File: config.mk
export PLATFORM = sky130hd
export DESIGN_NAME = max_pair_cmp_reg
export DESIGN_NICKNAME = d
export VERILOG_FILES = /design/src/rtl/max_pair_pkg.sv /design/src/rtl/max_pair_core.sv /design/src/rtl/max_pair_cmp_reg.sv
export SDC_FILE = /design/constraint.sdc
export NUM_CORES = 1
export LEC_CHECK = 0
export BUFFER_PORTS_ARGS = -buffer_cell sky130_fd_sc_hd__buf_2
export CAP_MARGIN = 20
export CORE_AREA = 8 8 45 47
export DETAILED_ROUTE_END_ITERATION = 7
export DIE_AREA = 0 0 53 55
export HOLD_SLACK_MARGIN = 0.06
export PLACE_DENSITY_LB_ADDON = 0.2
export REMOVE_ABC_BUFFERS = 1
export SYNTH_ARGS = -nofsm -noshare
export SYNTH_HDL_FRONTEND = slang
export SYNTH_SLANG_ARGS = --single-unit
File: constraint.sdc
create_clock -name clk -period 1.51 [get_ports clk]
set_clock_uncertainty 0.2 [all_clocks]
set_input_delay 0.151 -clock clk [delete_from_list [all_inputs] [get_ports clk]]
set_output_delay 0.151 -clock clk [all_outputs]
set_load 0.03 [all_outputs]
File: src/rtl/max_pair_pkg.sv
// rtl/max_pair_pkg.sv - shared constants, result layout and field helpers for the max pair comparator
package max_pair_pkg;

  // Default operand width; pi is 2*W bits, po is W+2 bits.
  localparam int DEFAULT_W = 4;

  // Result field offsets for the default width.
  localparam int MAX_LSB = 0;
  localparam int GT_BIT  = DEFAULT_W;
  localparam int EQ_BIT  = DEFAULT_W + 1;

  // Packed view of po for the default width, msb first: {eq, gt, max}.
  typedef struct packed {
    logic                 eq;
    logic                 gt;
    logic [DEFAULT_W-1:0] max;
  } max_pair_res_t;

  // Field offsets for an arbitrary operand width w.
  function automatic int gt_bit(input int w);
    return w;
  endfunction

  function automatic int eq_bit(input int w);
    return w + 1;
  endfunction

endpackage

File: src/rtl/max_pair_core.sv
// rtl/max_pair_core.sv - combinational unsigned max/compare of two operands (min output under MAX_PAIR_CMP_MIN_OUT_EN)
module max_pair_core
  import max_pair_pkg::*;
#(
  parameter int W = DEFAULT_W
) (
  input  logic [W-1:0] a,
  input  logic [W-1:0] b,
  output logic [W-1:0] max,
  output logic         gt,
  output logic         eq
`ifdef MAX_PAIR_CMP_MIN_OUT_EN
  ,
  output logic [W-1:0] min
`endif
);

  // Unsigned full-width compare; ties resolve to A so max = A when A >= B.
  always_comb begin
    gt  = (a > b);
    eq  = (a == b);
    max = (a >= b) ? a : b;
`ifdef MAX_PAIR_CMP_MIN_OUT_EN
    min = (a >= b) ? b : a;
`endif
  end

endmodule

File: src/rtl/max_pair_cmp_reg.sv
// rtl/max_pair_cmp_reg.sv - registered max/compare of a packed operand pair; optional po_min under MAX_PAIR_CMP_MIN_OUT_EN
module max_pair_cmp_reg
  import max_pair_pkg::*;
#(
  parameter int W = DEFAULT_W
) (
  input  logic           clk,
  input  logic           rst_n,
  input  logic           in_valid,
  input  logic [2*W-1:0] pi,
  output logic           out_valid,
  output logic [W+1:0]   po
`ifdef MAX_PAIR_CMP_MIN_OUT_EN
  ,
  output logic [W-1:0]   po_min
`endif
);

  localparam int GtBit = gt_bit(W);
  localparam int EqBit = eq_bit(W);

  logic [W-1:0] a;
  logic [W-1:0] b;
  logic [W-1:0] core_max;
  logic         core_gt;
  logic         core_eq;

  logic [W+1:0] po_q;
  logic [W+1:0] po_d;
  logic         out_valid_q;
  logic         out_valid_d;

  assign a = pi[2*W-1:W];
  assign b = pi[W-1:0];

`ifdef MAX_PAIR_CMP_MIN_OUT_EN
  logic [W-1:0] core_min;
  logic [W-1:0] po_min_q;
  logic [W-1:0] po_min_d;
`endif

  max_pair_core #(
    .W (W)
  ) u_core (
    .a   (a),
    .b   (b),
    .max (core_max),
    .gt  (core_gt),
    .eq  (core_eq)
`ifdef MAX_PAIR_CMP_MIN_OUT_EN
    ,
    .min (core_min)
`endif
  );

  // Next state: capture the packed result on in_valid, otherwise hold so pi is ignored.
  always_comb begin
    po_d        = po_q;
    out_valid_d = in_valid;
`ifdef MAX_PAIR_CMP_MIN_OUT_EN
    po_min_d    = po_min_q;
`endif
    if (in_valid) begin
      po_d[MAX_LSB +: W] = core_max;
      po_d[GtBit]        = core_gt;
      po_d[EqBit]        = core_eq;
`ifdef MAX_PAIR_CMP_MIN_OUT_EN
      po_min_d           = core_min;
`endif
    end
  end

  // Result registers; reset clears them at once so an in-flight result is dropped.
  always_ff @(posedge clk or negedge rst_n) begin
    if (!rst_n) begin
      po_q        <= '0;
      out_valid_q <= 1'b0;
`ifdef MAX_PAIR_CMP_MIN_OUT_EN
      po_min_q    <= '0;
`endif
    end else begin
      po_q        <= po_d;
      out_valid_q <= out_valid_d;
`ifdef MAX_PAIR_CMP_MIN_OUT_EN
      po_min_q    <= po_min_d;
`endif
    end
  end

  assign po        = po_q;
  assign out_valid = out_valid_q;
`ifdef MAX_PAIR_CMP_MIN_OUT_EN
  assign po_min    = po_min_q;
`endif

endmodule

==> insert_results.sql, run 1 <==
INSERT INTO impl_metrics (metric_group, metric, value, unit) VALUES
('critical_path', 'timing.rr.start', 'po[2]$_DFFE_PN0P_', ''),
('timing', 'hold_violations', '0', ''),
('clocking', 'cts_tree', 'yes', ''),
('critical_path', 'worst-r2r-setup-slack', '0.28', 'ns'),
('logic_synthesis', 'number_of_cells_produced_by_synthesis', '43', ''),
('layout', 'stdcell_area', '717', 'um^2'),
('pwr', 'power.switching', '0.200', 'mW'),
('grt', 'grt_overflow_total', '0', ''),
('critical_path', 'maximum_fanout_count_along_the_critical_path', '9', ''),
('timing', 'timing.fmax', '675', 'MHz'),
('timing', 'finalWorstPathRequiredPeriod', '1.48', 'ns'),
('layout', 'multi_input_comb_area', '245', 'um^2'),
('critical_path', 'worst_setup_path_startpoint', 'in_valid', ''),
('critical_path', 'crit-reg2reg-capture', 'po[2]$_DFFE_PN0P_', ''),
('logic_synthesis', 'synth.lib_cells_used.distinct', '19', ''),
('pwr', 'seq_power_share', '36.0', '%'),
('timing', 'maxSlewHeadroom', '79.8', '%'),
('drt', 'first_iter_violations', '0', ''),
('layout', 'commonest_non_fill_non_tap_cell_in_the_layout', 'sky130_fd_sc_hd__buf_2', ''),
('clocking', 'clk_latency', '0.24', 'ns'),
('critical_path', 'setup.worst_path.end', 'po[2]$_DFFE_PN0P_', ''),
('logic_synthesis', 'synthFlopType', 'sky130_fd_sc_hd__dfrtp_1', ''),
('pwr', 'ir_worst_vdd', '0.531', 'mV'),
('timing', 'setup_viol', '0', ''),
('min_path', 'number_of_cells_on_the_worst_hold_path', '3', ''),
('placed_design', 'detailedPlacementHpwl', '937', 'um'),
('placed_design', 'gp_routability_congestion', '0.697', ''),
('clocking', 'worst_setup_hold_path_clk_slew', '0.05', 'ns'),
('critical_path', 'reg2reg_depth', '3', ''),
('die', 'fp.dieW', '53', 'um'),
('timing', 'final_min_period_over_clock_period', '98.1', '%'),
('logic_synthesis', 'synth_sequential_area_ratio', '37.9', '%'),
('clocking', 'cts_root_buffer', 'sky130_fd_sc_hd__clkbuf_4', ''),
('grt', 'grt_pass1_vias', '435', ''),
('pwr', 'pwr_density', '869', 'nW/um^2'),
('drt', 'vias_per_cell', '4.69', ''),
('die', 'core_area', '1380', 'um^2'),
('logic_synthesis', 'synth_enable_flop_cells', '0', ''),
('drt', 'drc_errors', '0', ''),
('critical_path', 'cp.required', '1.44', 'ns'),
('clocking', 'clock_sinks', '7', ''),
('pwr', 'power.internal', '0.423', 'mW'),
('layout', 'final_layout_size_suffix_gt1_share', '45.6', '%'),
('logic_synthesis', 'yosys_warnings', '0', ''),
('critical_path', 'crit_arrival', '1.41', 'ns'),
('clocking', 'cts-buffers-inserted', '3', ''),
('flow_run', 'drv_cap', '0', ''),
('clocking', 'clk_path_buf_depth', '2', ''),
('outcome', 'outcome', 'complete, no violations', ''),
('placed_design', 'place.port_buffers', '17', ''),
('clocking', 'htree_num_levels', '1', ''),
('pwr', 'share_clk_of_total_power', '25.7', '%'),
('die', 'placement_rows', '14', ''),
('min_path', 'hp-class', 'input pin to flop', ''),
('pwr', 'power.share.combinational', '38.3', '%'),
('die', 'die-area', '2920', 'um^2'),
('die', 'design.portCount', '18', ''),
('timing', 'tightest_slew', '0.301', 'ns'),
('layout', 'layout_common_cells', '16 x sky130_fd_sc_hd__buf_2, 11 x sky130_fd_sc_hd__buf_4, 8 x sky130_fd_sc_hd__inv_1, 7 x sky130_fd_sc_hd__dfrtp_1, 5 x sky130_fd_sc_hd__dlygate4sd3_1', ''),
('logic_synthesis', 'synthesis.area_per_instance', '10.7', 'um^2'),
('logic_synthesis', 'netlist_area', '462', 'um^2'),
('timing', 'slew_viol_final', '0', ''),
('layout', 'antenna_cells', '0', ''),
('timing', 'rsz_0062_raised_after_global_routing', 'true', ''),
('critical_path', 'setup.worst_path.class', 'input pin to flop', ''),
('pwr', 'power.share.switching', '32.2', '%'),
('layout', 'area_delta_synth_final', '55.3', '%'),
('pwr', 'cellLeakagePower', '0.403', 'nW'),
('drt', 'detailedRoute.firstPassIterationCount', '1', ''),
('logic_synthesis', 'synth-seq-cells', '7', ''),
('layout', 'layout.filler_cells', '137', '');
[critical path, stage by stage]
cell                            delay, ns
sky130_fd_sc_hd__dlygate4sd3_1       0.52
sky130_fd_sc_hd__clkbuf_4            0.17
sky130_fd_sc_hd__and2b_1             0.18
sky130_fd_sc_hd__a41o_1              0.19
sky130_fd_sc_hd__a31o_1              0.18
[how the worst min path moves through the flow]
stage	startpoint	to	slack (ns)
2_1_floorplan	rst_n	out_valid$_DFF_PN0_	-0.34
3_3_place_gp	rst_n	po[0]$_DFFE_PN0P_	-0.21
3_5_place_dp	rst_n	out_valid$_DFF_PN0_	-0.21
4_1_cts	pi[6]	po[2]$_DFFE_PN0P_	0.07
5_1_grt	pi[6]	po[2]$_DFFE_PN0P_	0.08
6_report	pi[6]	po[2]$_DFFE_PN0P_	0.06
[power groups by stage]
stage / Combinational (mW) / Clock [mW] / Sequential, mW
5_1_grt: 0.261 / 0.175 / 0.226
3_5_place_dp: 0.232 / 0 / 0.228
6_report: 0.239 / 0.160 / 0.225
2_1_floorplan: 0.0888 / 0 / 0.277
3_3_place_gp: 0.231 / 0 / 0.226
4_1_cts: 0.244 / 0.169 / 0.225
[sequential cells by signal, summed over array words and instances (netlist names)]
signal	count
out_valid	1
po	6
[stage by stage]
step                instances  setup WS, ns  setup TNS (ns)  util [%]  total power [mW]
finish                     95        0.0291               0      51.8             0.623
global placement           86        -0.150          -0.537      46.1             0.457
detailed placement         86        -0.164          -0.622      46.1             0.460
global route               95       -0.0106         -0.0152      51.8             0.663
floorplan                  42       0.00572               0         -             0.366
CTS                        95        0.0140               0      51.6             0.637
[cells in the mapped netlist (2+ instances only)]
cell	count	area, um^2
sky130_fd_sc_hd__a31o_1	4	35.0
sky130_fd_sc_hd__a41o_1	2	20.0
sky130_fd_sc_hd__and2b_1	2	15.0
sky130_fd_sc_hd__dfrtp_1	7	175
sky130_fd_sc_hd__ha_1	4	50.1
sky130_fd_sc_hd__inv_1	8	30.0
sky130_fd_sc_hd__nand3_1	2	10.0
sky130_fd_sc_hd__nor2b_4	2	27.5
sky130_fd_sc_hd__o22ai_1	2	12.5
[logic make-up after synthesis]
logic type                 after synthesis  share of synthesized area (%)
muxes                                    1                           2.17
buffers and inverters                    9                           8.94
and+or+nand+nor                          9                           16.3
AOI/OAI and AO/OA                       13                           23.8
adders and majority gates                4                           10.8
DFF                                      7                           37.9
[final cells by class]
cell class	count	share of cell area (%)
multi-input combinational	27	34.2
timing repair buffer	33	30.7
sequential	7	24.4
inverter	8	4.19
clock buffer	4	3.66
tap	16	2.79
[routing by layer]
metal / track usage [%] / part of all wire (%) / vias up
met5: 0 / 0 / -
met4: 3.88 / 0 / 0
met1: 8.53 / 40 / 210
li1: - / - / 230
met2: 15.6 / 55 / 6
met3: 1.87 / 4.9 / 0
[repair_timing]
item / in CTS / in global routing
setup buffers: 0 / 0
endpoints found under the setup margin: 0 / 3
hold buffers: 5 / 0
endpoints found under the hold margin: 10 / 0
gates resized for setup: 0 / 1
No activity file was read; power rests on OpenSTA's default activity.
==> run 2, diff against run 1 <==
--- a/config.mk
+++ b/config.mk
@@ -11,7 +11,6 @@
 export DETAILED_ROUTE_END_ITERATION = 7
 export DIE_AREA = 0 0 53 55
 export HOLD_SLACK_MARGIN = 0.06
-export PLACE_DENSITY_LB_ADDON = 0.2
 export REMOVE_ABC_BUFFERS = 1
 export SYNTH_ARGS = -nofsm -noshare
 export SYNTH_HDL_FRONTEND = slang
==> run 2 against run 1 <==
Effect of this change: flip-flop and latch count unchanged; sequential power down 2%; wire length up 3.9%; non-clock buffer count down 1; clock power up 14%; critical path type unchanged; hold slack better by 0.026 ns; combinational power about the same; critical endpoint unchanged.
==> insert_results.sql, run 2 (synthesis results as in run 1) <==
INSERT INTO impl_metrics (metric_group, metric, value, unit) VALUES
('critical_path', 'crit_arrival', '1.40', 'ns'),
('grt', 'grt_first_pass_wirelength', '1900', 'um'),
('critical_path', 'worst_setup_path_startpoint', 'in_valid', ''),
('timing', 'timing.hold.ws', '0.0855', 'ns'),
('pwr', 'ir_worst_vdd', '0.469', 'mV'),
('critical_path', 'cp.required', '1.46', 'ns'),
('drt', 'drt_wl_total', '1180', 'um'),
('drt', 'antenna_violating_nets_post_route', '0', ''),
('timing', 'maxSlewHeadroom', '83.8', '%'),
('critical_path', 'reg2reg_depth', '3', ''),
('layout', 'antenna_cells', '0', ''),
('timing', 'tightest_slew', '0.243', 'ns'),
('drt', 'dr_total_vias', '452', ''),
('placed_design', 'place_inst', '81', ''),
('critical_path', 'critPathCaptureType', 'flop', ''),
('flow_run', 'drv_cap', '0', ''),
('grt', 'grt_start_max_net_pins', '10', ''),
('grt', 'global_route.usage.total', '8.78', '%'),
('pwr', 'pwr_density', '893', 'nW/um^2'),
('layout', 'layout.filler_cells', '135', ''),
('layout', 'largest_register_ffs', '6', ''),
('clocking', 'cts_root_buffer', 'sky130_fd_sc_hd__clkbuf_4', ''),
('placed_design', 'gp_routability_congestion', '0.785', ''),
('clocking', 'htree_num_levels', '1', ''),
('layout', 'commonest_non_fill_non_tap_cell_in_the_layout', 'sky130_fd_sc_hd__buf_2', ''),
('clocking', 'worst_setup_hold_path_clk_slew', '0.06', 'ns'),
('timing', 'setup_viol', '0', ''),
('grt', 'antenna_found_initial', '0', ''),
('drt', 'vias_per_cell', '4.81', ''),
('layout', 'stdcell_count', '94', ''),
('critical_path', 'crit-reg2reg-capture', 'po[2]$_DFFE_PN0P_', ''),
('critical_path', 'timing.rr.start', 'po[2]$_DFFE_PN0P_', ''),
('critical_path', 'setup.worst_path.end', 'po[2]$_DFFE_PN0P_', ''),
('grt', 'grt_overflow_total', '0', ''),
('layout', 'final_core_utilization', '52.1', '%'),
('min_path', 'hp-class', 'input pin to flop', ''),
('layout', 'multi_input_comb_area', '245', 'um^2'),
('clocking', 'clk_latency', '0.26', 'ns'),
('die', 'core_area', '1380', 'um^2'),
('pwr', 'cellLeakagePower', '0.398', 'nW'),
('die', 'starting_utilization_of_the_core_area', '33.4', '%'),
('timing', 'hold_violations', '0', ''),
('grt', 'grt_pass1_vias', '472', ''),
('drt', 'first_iter_violations', '5', ''),
('die', 'design.portCount', '18', ''),
('placed_design', 'place.port_buffers', '17', ''),
('timing', 'final_min_period_over_clock_period', '95.9', '%'),
('placed_design', 'detailedPlacementHpwl', '851', 'um'),
('critical_path', 'setup.worst_path.class', 'input pin to flop', ''),
('critical_path', 'maximum_fanout_count_along_the_critical_path', '9', ''),
('drt', 'detailedRoute.firstPassIterationCount', '4', ''),
('die', 'fp.dieW', '53', 'um'),
('layout', 'area_delta_synth_final', '56.1', '%'),
('layout', 'sequential_cell_area', '175', 'um^2'),
('clocking', 'cts_tree', 'yes', ''),
('critical_path', 'start_kind', 'input pin', ''),
('layout', 'stdcell_area', '721', 'um^2'),
('timing', 'rsz_0062_raised_after_global_routing', 'false', ''),
('drt', 'drc_errors', '0', ''),
('clocking', 'clock_sinks', '7', ''),
('die', 'die-area', '2920', 'um^2'),
('placed_design', 'pre_cts_ws', '-0.134', 'ns'),
('timing', 'timing.final.ws_setup', '0.0621', 'ns'),
('layout', 'final_net_count', '94', ''),
('layout', 'layout_common_cells', '16 x sky130_fd_sc_hd__buf_2, 9 x sky130_fd_sc_hd__dlygate4sd3_1, 8 x sky130_fd_sc_hd__inv_1, 7 x sky130_fd_sc_hd__buf_4, 7 x sky130_fd_sc_hd__dfrtp_1', ''),
('critical_path', 'worst-r2r-setup-slack', '0.30', 'ns'),
('clocking', 'post_cts_buffers', '0', ''),
('timing', 'timing.fmax', '691', 'MHz'),
('timing', 'finalWorstPathRequiredPeriod', '1.45', 'ns'),
('outcome', 'outcome', 'complete, no violations', ''),
('clocking', 'cts-buffers-inserted', '3', ''),
('drt', 'routedWlPerCell', '12.5', 'um'),
('die', 'placement_rows', '14', ''),
('clocking', 'clk_path_buf_depth', '2', ''),
('placed_design', 'dpl_cell_area', '601', 'um^2'),
('layout', 'final_layout_size_suffix_gt1_share', '41.0', '%'),
('die', 'dieHeight', '55', 'um'),
('timing', 'slew_viol_final', '0', '');
## run 2: timing repair
| action | 4_1_cts | 5_1_grt |
|---|---|---|
| hold buffers | 9 | 0 |
| endpoints found under the hold margin | 12 | 0 |
| gates resized for setup | 0 | 2 |
| setup endpoints to repair | 0 | 2 |
## run 2: cell type report
type / instances / share of cell area, %
multi-input combinational: 27 / 34.0
timing repair buffer: 32 / 30.9
sequential: 7 / 24.3
inverter: 8 / 4.17
clock buffer: 3 / 3.13
tap: 16 / 2.78
clock inverter: 1 / 0.694
## run 2: worst min-delay path by stage
stage	depth (start not counted)	slack, ns	end	start
global route	4	0.12	po[1]$_DFFE_PN0P_	pi[1]
detailed placement	1	-0.20	po[1]$_DFFE_PN0P_	rst_n
finish	4	0.09	po[1]$_DFFE_PN0P_	pi[1]
CTS	4	0.09	po[1]$_DFFE_PN0P_	pi[1]
floorplan	0	-0.34	out_valid$_DFF_PN0_	rst_n
global placement	1	-0.21	po[1]$_DFFE_PN0P_	rst_n
## run 2: metal layers
metal | GRT usage (%) | part of all wire, % | wire length, um | vias to the layer above
met5 | 0 | 0 | 0 | -
met2 | 14.6 | 44 | 520 | 15
li1 | - | - | - | 226
met4 | 3.88 | 1.4 | 17 | 0
met1 | 9.69 | 44 | 517 | 208
met3 | 3.48 | 10 | 123 | 3
## run 2: stage by stage
step | total power [mW] | setup TNS [ns]
finish | 0.643 | 0
global route | 0.678 | 0
CTS | 0.646 | 0
detailed placement | 0.446 | -0.546
global placement | 0.444 | -0.573
floorplan | 0.366 | 0
## run 2: report_power, final
group,switching [mW],internal (mW)
registers,0.00956,0.212
logic,0.130,0.109
clock network,0.0848,0.0977
## run 2: critical path, cell delays in order
cell                            delay, ns
sky130_fd_sc_hd__dlygate4sd3_1       0.53
sky130_fd_sc_hd__buf_4               0.16
sky130_fd_sc_hd__and2b_1             0.18
sky130_fd_sc_hd__a41o_1              0.20
sky130_fd_sc_hd__a31o_1              0.18
==> run 3, diff against run 2 <==
--- a/config.mk
+++ b/config.mk
@@ -11,6 +11,7 @@
 export DETAILED_ROUTE_END_ITERATION = 7
 export DIE_AREA = 0 0 53 55
 export HOLD_SLACK_MARGIN = 0.06
+export RECOVER_POWER = 50
 export REMOVE_ABC_BUFFERS = 1
 export SYNTH_ARGS = -nofsm -noshare
 export SYNTH_HDL_FRONTEND = slang
==> run 3 against run 2 <==
Effect of this change: cell area fell by 1.2%; clock-buffer cell count did not move; cell count did not move; wire length rose by 0.25%; flip-flop and latch count did not move; sequential power barely moved; sequential share of layout area rose by 0.30 points; critical path type unchanged; critical endpoint unchanged.
==> insert_results.sql, run 3 (synthesis results as in run 1) <==
INSERT INTO impl_metrics (metric_group, metric, value, unit) VALUES
('die', 'die-area', '2920', 'um^2'),
('timing', 'timing.fmax', '694', 'MHz'),
('placed_design', 'dpl_cell_area', '601', 'um^2'),
('outcome', 'outcome', 'complete, no violations', ''),
('clocking', 'clk_path_buf_depth', '2', ''),
('drt', 'vias_per_cell', '4.81', ''),
('layout', 'commonest_non_fill_non_tap_cell_in_the_layout', 'sky130_fd_sc_hd__dlygate4sd3_1', ''),
('drt', 'detailedRoute.firstPassIterationCount', '3', ''),
('layout', 'final_net_count', '94', ''),
('drt', 'dr_total_vias', '452', ''),
('die', 'dieHeight', '55', 'um'),
('pwr', 'total_power', '0.637', 'mW'),
('critical_path', 'maximum_fanout_count_along_the_critical_path', '9', ''),
('critical_path', 'crit_path_top_delay_cell', 'sky130_fd_sc_hd__dlygate4sd3_1', ''),
('pwr', 'pwr_density', '895', 'nW/um^2'),
('critical_path', 'start_kind', 'input pin', ''),
('critical_path', 'crit_arrival', '1.39', 'ns'),
('pwr', 'ir_worst_vdd', '0.466', 'mV'),
('clocking', 'worst_setup_hold_path_clk_slew', '0.06', 'ns'),
('pwr', 'power.internal', '0.412', 'mW'),
('min_path', 'number_of_cells_on_the_worst_hold_path', '4', ''),
('clocking', 'cts_root_buffer', 'sky130_fd_sc_hd__clkbuf_4', ''),
('placed_design', 'place.port_buffers', '17', ''),
('timing', 'final_min_period_over_clock_period', '95.5', '%'),
('pwr', 'power.share.combinational', '36.5', '%'),
('drt', 'drc_errors', '0', ''),
('grt', 'grt_first_pass_wirelength', '1900', 'um'),
('timing', 'finalWorstPathRequiredPeriod', '1.44', 'ns'),
('die', 'design.portCount', '18', ''),
('clocking', 'post_cts_buffers', '0', ''),
('layout', 'antenna_cells', '0', ''),
('timing', 'hold_violations', '0', ''),
('timing', 'maxSlewHeadroom', '75.2', '%'),
('layout', 'largest_register_ffs', '6', ''),
('timing', 'tightest_slew', '0.373', 'ns'),
('layout', 'final_layout_size_suffix_gt1_share', '32.1', '%'),
('die', 'starting_utilization_of_the_core_area', '33.4', '%'),
('pwr', 'share_clk_of_total_power', '28.6', '%'),
('timing', 'setup_viol', '0', ''),
('grt', 'antenna_found_initial', '0', ''),
('critical_path', 'critPathCaptureType', 'flop', ''),
('placed_design', 'detailedPlacementHpwl', '851', 'um'),
('timing', 'slew_viol_final', '0', ''),
('flow_run', 'drv_cap', '0', ''),
('min_path', 'hp-class', 'input pin to flop', ''),
('critical_path', 'critPathMaxStageDelay', '0.53', 'ns'),
('clocking', 'htree_num_levels', '1', ''),
('drt', 'first_iter_violations', '5', ''),
('placed_design', 'gp_routability_congestion', '0.785', ''),
('critical_path', 'crit_chain', 'dlygate4sd3_1, buf_4, and2b_1, a41o_1, a31o_1', ''),
('pwr', 'seq_power_share', '34.9', '%'),
('clocking', 'clk_latency', '0.26', 'ns'),
('die', 'core_area', '1380', 'um^2'),
('critical_path', 'reg2reg_depth', '3', ''),
('clocking', 'cts-buffers-inserted', '3', ''),
('timing', 'rsz_0062_raised_after_global_routing', 'false', ''),
('drt', 'drt_wl_total', '1180', 'um'),
('grt', 'global_route.usage.total', '8.78', '%'),
('layout', 'final_core_utilization', '51.4', '%'),
('pwr', 'power.switching', '0.225', 'mW'),
('grt', 'grt_overflow_total', '0', ''),
('clocking', 'clock_sinks', '7', ''),
('drt', 'antenna_violating_nets_post_route', '0', ''),
('critical_path', 'cp.required', '1.46', 'ns'),
('layout', 'layout_common_cells', '9 x sky130_fd_sc_hd__dlygate4sd3_1, 8 x sky130_fd_sc_hd__inv_1, 8 x sky130_fd_sc_hd__buf_2', ''),
('die', 'fp.dieW', '53', 'um'),
('grt', 'grt_start_max_net_pins', '10', ''),
('timing', 'final.setup.tns', '0', 'ns'),
('critical_path', 'setup.worst_path.class', 'input pin to flop', ''),
('clocking', 'cts_tree', 'yes', ''),
('die', 'placement_rows', '14', ''),
('layout', 'stdcell_area', '712', 'um^2'),
('grt', 'grt_pass1_vias', '472', ''),
('pwr', 'power.share.switching', '35.4', '%'),
('pwr', 'cellLeakagePower', '0.376', 'nW'),
('drt', 'routedWlPerCell', '12.6', 'um'),
('layout', 'area_delta_synth_final', '54.2', '%');
-- run 3: path summary, 6_finish.rpt --
kind                                      to         startpoint  slack (ns)
min in group asynchronous  po[1]$_DFFE_PN0P_              rst_n        0.59
max                        po[2]$_DFFE_PN0P_           in_valid        0.07
max reg2reg                po[2]$_DFFE_PN0P_  po[2]$_DFFE_PN0P_        0.30
max in group asynchronous  po[2]$_DFFE_PN0P_              rst_n        0.28
min                        po[1]$_DFFE_PN0P_              pi[1]        0.09
min reg2reg                po[5]$_DFFE_PN0P_  po[5]$_DFFE_PN0P_        0.32
-- run 3: worst max-delay path: cells and delay by family --
family	cells	cell delay, ns
compound gates	2	0.38
simple gates	1	0.18
buf+inv	2	0.68
-- run 3: timing repair --
action	CTS	global route
hold buffers	9	0
gates resized for setup	0	2
endpoints found under the setup margin	0	2
hold endpoints to repair	12	0
-- run 3: cell type report --
class	instances	area, um^2
clock buffer	3	22.5
clock inverter	1	5.00
fill	138	672
inverter	8	30.0
multi-input combinational	27	245
sequential	7	175
tap	16	20.0
timing repair buffer	32	214
-- run 3: routing by layer --
| metal | track usage [%] | vias to the layer above | wire [um] |
|---|---|---|---|
| li1 | - | 226 | - |
| met2 | 14.6 | 15 | 521 |
| met1 | 9.69 | 208 | 527 |
| met3 | 3.48 | 3 | 115 |
| met5 | 0 | - | 0 |
| met4 | 3.88 | 0 | 17 |
-- run 3: power groups by stage --
stage / Clock, mW / Combinational, mW / Sequential [mW]
2_1_floorplan: 0 / 0.0888 / 0.277
5_1_grt: 0.191 / 0.256 / 0.227
3_3_place_gp: 0 / 0.220 / 0.225
3_5_place_dp: 0 / 0.221 / 0.225
4_1_cts: 0.184 / 0.241 / 0.221
6_report: 0.182 / 0.232 / 0.222
-- run 3: through the flow --
step,std cells,setup slack [ns],hold WS [ns]
after floorplan,42,0.00572,-0.345
after global placement,81,-0.136,-0.205
after detailed placement,81,-0.134,-0.201
after CTS,94,0.0242,0.0896
after global routing,94,0.0101,0.123
final,94,0.0681,0.0857
